[config.mk]
export PLATFORM = sky130hd
export DESIGN_NAME = reset_sequencer
export DESIGN_NICKNAME = d
export VERILOG_FILES = /design/src/rtl/reset_sequencer.sv
export SDC_FILE = /design/constraint.sdc
export NUM_CORES = 1
export LEC_CHECK = 0
export BUFFER_PORTS_ARGS = -buffer_cell sky130_fd_sc_hd__buf_2
export CAP_MARGIN = 25
export CORE_MARGIN = 10
export CORE_UTILIZATION = 41
export CTS_CLUSTER_DIAMETER = 200
export CTS_CLUSTER_SIZE = 12
export DETAILED_ROUTE_END_ITERATION = 10
export PLACE_DENSITY = 0.66
export RECOVER_POWER = 50
export SLEW_MARGIN = 30
export SYNTH_ARGS = -nofsm -noshare
export SYNTH_HDL_FRONTEND = slang
export SYNTH_SLANG_ARGS = --single-unit
[constraint.sdc]
create_clock -name clk -period 3.86 [get_ports clk]
set_clock_uncertainty 0.15 [all_clocks]
set_input_delay 0.965 -clock clk [delete_from_list [all_inputs] [get_ports clk]]
set_output_delay 0.965 -clock clk [all_outputs]
set_load 0.02 [all_outputs]
[src/rtl/reset_sequencer.sv]
// Lock-driven reset sequencer: holds all channels in reset until `en` has been stable for
// COUNT cycles, then releases them in index order spaced STAGE_GAP cycles apart.
module reset_sequencer #(
  parameter int unsigned       NUM_CH    = 4,
  parameter int unsigned       COUNT     = 100,
  parameter int unsigned       STAGE_GAP = 16,
  parameter logic [NUM_CH-1:0] POLARITY  = '1
) (
  input  logic              clk,
  input  logic              sreset,
  input  logic              en,
  input  logic              soft_req,
  output logic [NUM_CH-1:0] rst_out,
  output logic              done
);

  localparam int unsigned CtrMax = (COUNT > STAGE_GAP) ? COUNT : STAGE_GAP;
  localparam int unsigned CtrW   = $clog2(CtrMax + 1);
  localparam int unsigned StageW = $clog2(NUM_CH + 1);

  localparam logic [CtrW-1:0]   CountLast = CtrW'(COUNT - 1);
  localparam logic [CtrW-1:0]   GapLast   = CtrW'(STAGE_GAP - 1);
  localparam logic [StageW-1:0] StageLast = StageW'(NUM_CH - 1);

  typedef enum logic [1:0] {
    StHold  = 2'd0,
    StStage = 2'd1,
    StRun   = 2'd2
  } state_e;

  state_e              state_q;
  logic [CtrW-1:0]     ctr_q;
  logic [StageW-1:0]   stage_q;
  logic [NUM_CH-1:0]   released_q;

  always_ff @(posedge clk) begin
    if (sreset || !en || soft_req) begin
      state_q    <= StHold;
      ctr_q      <= '0;
      stage_q    <= '0;
      released_q <= '0;
      done       <= 1'b0;
    end else begin
      unique case (state_q)
        StHold: begin
          if (ctr_q == CountLast) begin
            released_q[0] <= 1'b1;
            ctr_q         <= '0;
            if (NUM_CH == 1) begin
              state_q <= StRun;
              done    <= 1'b1;
            end else begin
              state_q <= StStage;
              stage_q <= StageW'(1);
            end
          end else begin
            ctr_q <= ctr_q + 1'b1;
          end
        end
        StStage: begin
          if (ctr_q == GapLast) begin
            ctr_q   <= '0;
            stage_q <= stage_q + 1'b1;
            for (int unsigned i = 1; i < NUM_CH; i++) begin
              if (stage_q == StageW'(i)) released_q[i] <= 1'b1;
            end
            if (stage_q == StageLast) begin
              state_q <= StRun;
              done    <= 1'b1;
            end
          end else begin
            ctr_q <= ctr_q + 1'b1;
          end
        end
        StRun: ;
        default: state_q <= StHold;
      endcase
    end
  end

  // XOR with a constant is pure wiring/inversion, so rst_out is still a flop output, and an
  // all-zero power-up released_q already presents the asserted (HOLD) levels.
  assign rst_out = released_q ^ POLARITY;

endmodule

Word level (Yosys, flattened, before mapping)
Cells that the tools add are included.
{"block": "word_totals", "regBits": 16, "inputBits": 4, "output_inout_bits": 5, "word_cells": 42}
{"block": "classes", "add_sub_neg": 2, "n_eq_ne": 10, "mux": 10, "bitwise": 2, "reduce_logical": 11}
{"cell": "$mux 7", "n": 2}
{"cell": "$pmux 7 s2", "n": 1}
{"cell": "$reduce_and 3->1", "n": 4}
{"cell": "$add 7x1->7 const B", "n": 1}
{"cell": "$eq 7x4->1 const B", "n": 1}
{"cell": "$eq 7x7->1 const B", "n": 1}
{"cell": "$eq 3x2->1 const B", "n": 2}
{"cell": "$mux 2", "n": 3}
{"cell": "$mux 3", "n": 2}
{"cell": "$ne 2x2->1 const B", "n": 3}
{"cell": "$pmux 2 s3", "n": 1}
{"cell": "$pmux 3 s2", "n": 1}
{"cell": "$not 4->4", "n": 1}
{"cell": "$reduce_and 4->1", "n": 1}
{"cell": "$add 3x1->3 const B", "n": 1}
{"cell": "$eq 3x1->1 const B", "n": 1}
{"cell": "$eq 2x1->1 const B", "n": 1}
{"cell": "$eq 2x2->1 const B", "n": 1}
{"cell": "$logic_not 2->1", "n": 1}
{"cell": "$logic_or 1x1->1", "n": 2}
{"cell": "$reduce_and 2->1", "n": 1}
{"cell": "$reduce_bool 2->1", "n": 1}
{"cell": "$logic_not 1->1", "n": 1}
{"cell": "$not 1->1", "n": 1}

Logic depth before layout (Yosys ltp)
{"block": "depth", "depth_word": 4, "mapped_depth": 5, "ltp_nobuf": 5}

Least setup slack after synthesis
No wires, ideal clock.
{"block": "synth_path", "kind": "input-to-reg", "from": "input sreset", "to": "register stage_q[1]", "setup_time_ns": 0.092, "arrival_time_ns": 1.834, "required_time_ns": 3.618, "setup_slack_ns": 1.784, "stages": 3, "n_path_buf": 1, "cell_sequence": "or3b_2 > buf_6 > o32ai_1"}
{"block": "synth_between", "elab_chain_cells": 2}
{"item": "start: declaration", "line": "10", "rtl": "input logic sreset,"}
{"item": "$logic_or 1x1->1 (2 in a row)", "line": "37", "rtl": "if (sreset || !en || soft_req) begin"}
{"item": "end signal: assignment", "line": "54", "rtl": "stage_q <= StageW'(1);"}
{"item": "end signal: assignment", "line": "63", "rtl": "stage_q <= stage_q + 1'b1;"}
{"item": "end: declaration", "line": "33", "rtl": "logic [StageW-1:0] stage_q;"}
No other way between the ends.
A chain may end at the register's enable or synchronous reset.

Worst setup path after layout
{"block": "layout_path", "from": "register ctr_q[0]", "to": "register stage_q[2]"}
{"block": "layout_between", "elab_chain_cells": 3, "elab_cells_between_ends": 5, "classes_between": "eq/ne: 4; reduce/logical: 1"}
{"item": "start: declaration", "line": "32", "rtl": "logic [CtrW-1:0] ctr_q;"}
{"item": "start signal: assignment", "line": "57", "rtl": "ctr_q <= ctr_q + 1'b1;"}
{"item": "start signal: assignment", "line": "72", "rtl": "ctr_q <= ctr_q + 1'b1;"}
{"item": "$eq 7x4->1 or $eq 7x7->1 (tied branches)", "line": "61, 46"}
{"item": "$ne 2x2->1 (no line)"}
{"item": "$reduce_and 3->1 (no line) *"}
Every way passes the cells marked *; elsewhere a longest branch is shown, timed or not.

==> impl_metrics.yaml <==
outcome:
  run_status: "finished clean"
grt:
  grt_use_met1_pct: 10.1
  antenna_found_initial: 0
  grt_max_degree: 14
  grtUsageMet3_pct: 2.83
  grt-ovfl-total: 0
  grt_pass1_vias: 608
  grt_usage_pct: 8.20
  grt_pass1_wl_mm: 2.72
  grt-busiest-layer: "met2"
  use_met2_pct: 11.9
timing:
  setup_viol: 0
  relSlewSlack_pct: 51.4
  finalSetupTns_ns: 0
  period_needed_ns: 2.16
  hold_viol: 0
  rsz0062_at_grt: "no"
  final.period_utilization_pct: 56.1
  tightest_slew_ns: 0.727
  slew_viol_final: 0
  max_freq_mhz: 462
cells_and_area:
  antenna-diode-count: 0
  syn2layout_area_growth_pct: 10.8
  layout.cells.non_filler: 120
  nets: 105
  drive_above_1_share_pct: 13.7
  final_common_cell: "dfxtp_1"
  layout_common_cells: "16 x dfxtp_1, 7 x inv_1, 7 x nand2_1, 7 x nor2_1, 7 x buf_2"
setup_path:
  worstReg2RegEnd: "stage_q[2]"
  ff2ff_path_depth: 5
  cp_data_required_time_ns: 3.87
  r2r-start: "ctr_q[0]"
  crit_path_end_kind: "flip-flop"
  crit_fanout: 5
  reg2reg_slack_ns: 1.70
  start_kind: "flip-flop"
  crit_type: "flip-flop to flip-flop"
  arrival_ns: 2.17
detailed_routing:
  drc_errors: 0
  firstDrtPassIters: 4
  drt_iter0_drc: 23
  wl_mm: 1.52
  ant_nets: 0
  via_per_inst: 5.22
  vias: 626
  wl_per_cell_um: 12.6
pwr:
  powerDensity_nw_per_um2: 335
  p_leak_nw: 0.268
  peakVddDrop_v: 0.000163
cts:
  clock_sinks: 16
  cts_resized: 0
  clockRootBuffer: "clkbuf_4"
  holdBufCountCts: 0
  clk_pin_slew_ns: 0.10
  htree_levels: 1
  numCtsBuffers: 3
  tritoncts: "done"
  cts_buffer_depth: 2
  clk-insertion-delay-late_ns: 0.29
  post_cts_buffers: 0
yosys:
  syn_area_per_cell_um2: 9.11
  yosysUniqueCellTypes: 28
  yosysTopAreaCellShare_pct: 41.4
  synthTopCellsByArea: "dfxtp_1 41%, ha_1 8.1%, a21oi_1 3.9%"
  synth_nets: 94
  ys_ff_latch: 16
  yosys_warnings: 0
  syn-instance-count: 85
  yosys.area.top_type: "dfxtp_1"
  synth_area_um2: 774
  yosysSeqAreaShare_pct: 41.4
min_path:
  hold_path_class: "flip-flop to flip-flop"
  whs_endpoint: "released_q[1]"
  min_from: "released_q[1]"
  min_path_cells: 2
placed_design:
  dp.cells: 116
  place_hpwl_mm: 1.13
  portBuffers: 8
  globalplace.congestion: 0.750
floorplan:
  die_w_um: 63.5
  initial_core_util_pct: 43.9
  dieArea_um2: 4030
  die_y_um: 63.5
  rows: 15
  io_pins: 9
  floorplan.core_area_um2: 1760
job:
  drv_cap: 0
[through the flow]
step	worst slack, ns	hold slack [ns]	total power [mW]	instance area [µm²]	utilization, %
floorplan	1.78	0.288	0.174	774	-
detailed placement	1.51	0.298	0.176	827	46.9
CTS	1.80	0.313	0.288	863	48.9
finish	1.70	0.310	0.287	858	48.7
global route	1.54	0.354	0.298	858	48.7
global placement	1.56	0.296	0.176	827	46.9
[cells in the mapped netlist]
| master | number |
|---|---|
| buf_6 | 1 |
| buf_4 | 1 |
| o21a_1 | 2 |
| o21ai_2 | 1 |
| nor4b_1 | 1 |
| o21ai_0 | 1 |
| nor3b_1 | 1 |
| nor4_1 | 3 |
| or3b_2 | 1 |
| a2111oi_0 | 1 |
| dfxtp_1 | 16 |
| inv_1 | 7 |
| nand2b_1 | 3 |
| or3_4 | 1 |
| ha_1 | 5 |
| nor2_1 | 7 |
| or4b_1 | 1 |
| nand3_1 | 2 |
| nor3_1 | 4 |
| nand4b_1 | 3 |
| a32o_1 | 2 |
| or3_1 | 1 |
| xor2_1 | 1 |
| or4_1 | 1 |
| nand2_1 | 7 |
| xnor2_1 | 3 |
| o32ai_1 | 2 |
| a21oi_1 | 6 |
[power breakdown]
part	internal (mW)	leakage [nW]	switching (mW)	total, mW
registers	0.166	0.129	0.000527	0.166
logic	0.00279	0.118	0.00356	0.00635
clock network	0.0575	0.0210	0.0574	0.115
total	0.226	0.268	0.0615	0.287
[registers in the layout (all words and copies together), names as in the netlist]
name / cells
ctr_q: 7
released_q: 4
stage_q: 3
state_q: 2
[area by class of cell]
type                            count  area, µm²
Clock buffer                        4       36.3
Fill cell                         185        906
Inverter                            7       26.3
Multi-Input combinational cell     60        405
Sequential cell                    16        320
Tap cell                           25       31.3
Timing Repair Buffer                8       38.8
[cell families after synthesis]
logic type	count (synthesis)	synth area share, %
xor gates and xnor gates	4	4.52
AOI/OAI and AO/OA	15	13.6
and+or+nand+nor	36	26.7
buffers and inverters	9	5.82
DFF	16	41.4
adders and majority gates	5	8.08
[routing by layer]
metal	part of all wire (%)	up-vias
met2	41	11
met1	52	283
met3	4.8	4
met4	1.8	0
met5	0	-
li1	-	328
[critical path: stages (launching register included)]
cell and delay [ns]:
dfxtp_1 0.39, ha_1 0.22, nand4b_1 0.13, or4_1 0.47, o21ai_0 0.50, o32ai_1 0.18
[worst max path at each step]
stage,end,startpoint,slack (ns)
6_report,stage_q[2],ctr_q[0],1.70
5_1_grt,stage_q[2],ctr_q[0],1.54
4_1_cts,ctr_q[6],sreset,1.80
3_5_place_dp,ctr_q[6],sreset,1.51
3_3_place_gp,ctr_q[1],sreset,1.56
2_1_floorplan,stage_q[1],sreset,1.78
Note: power is estimated with default switching activity, not from simulation.
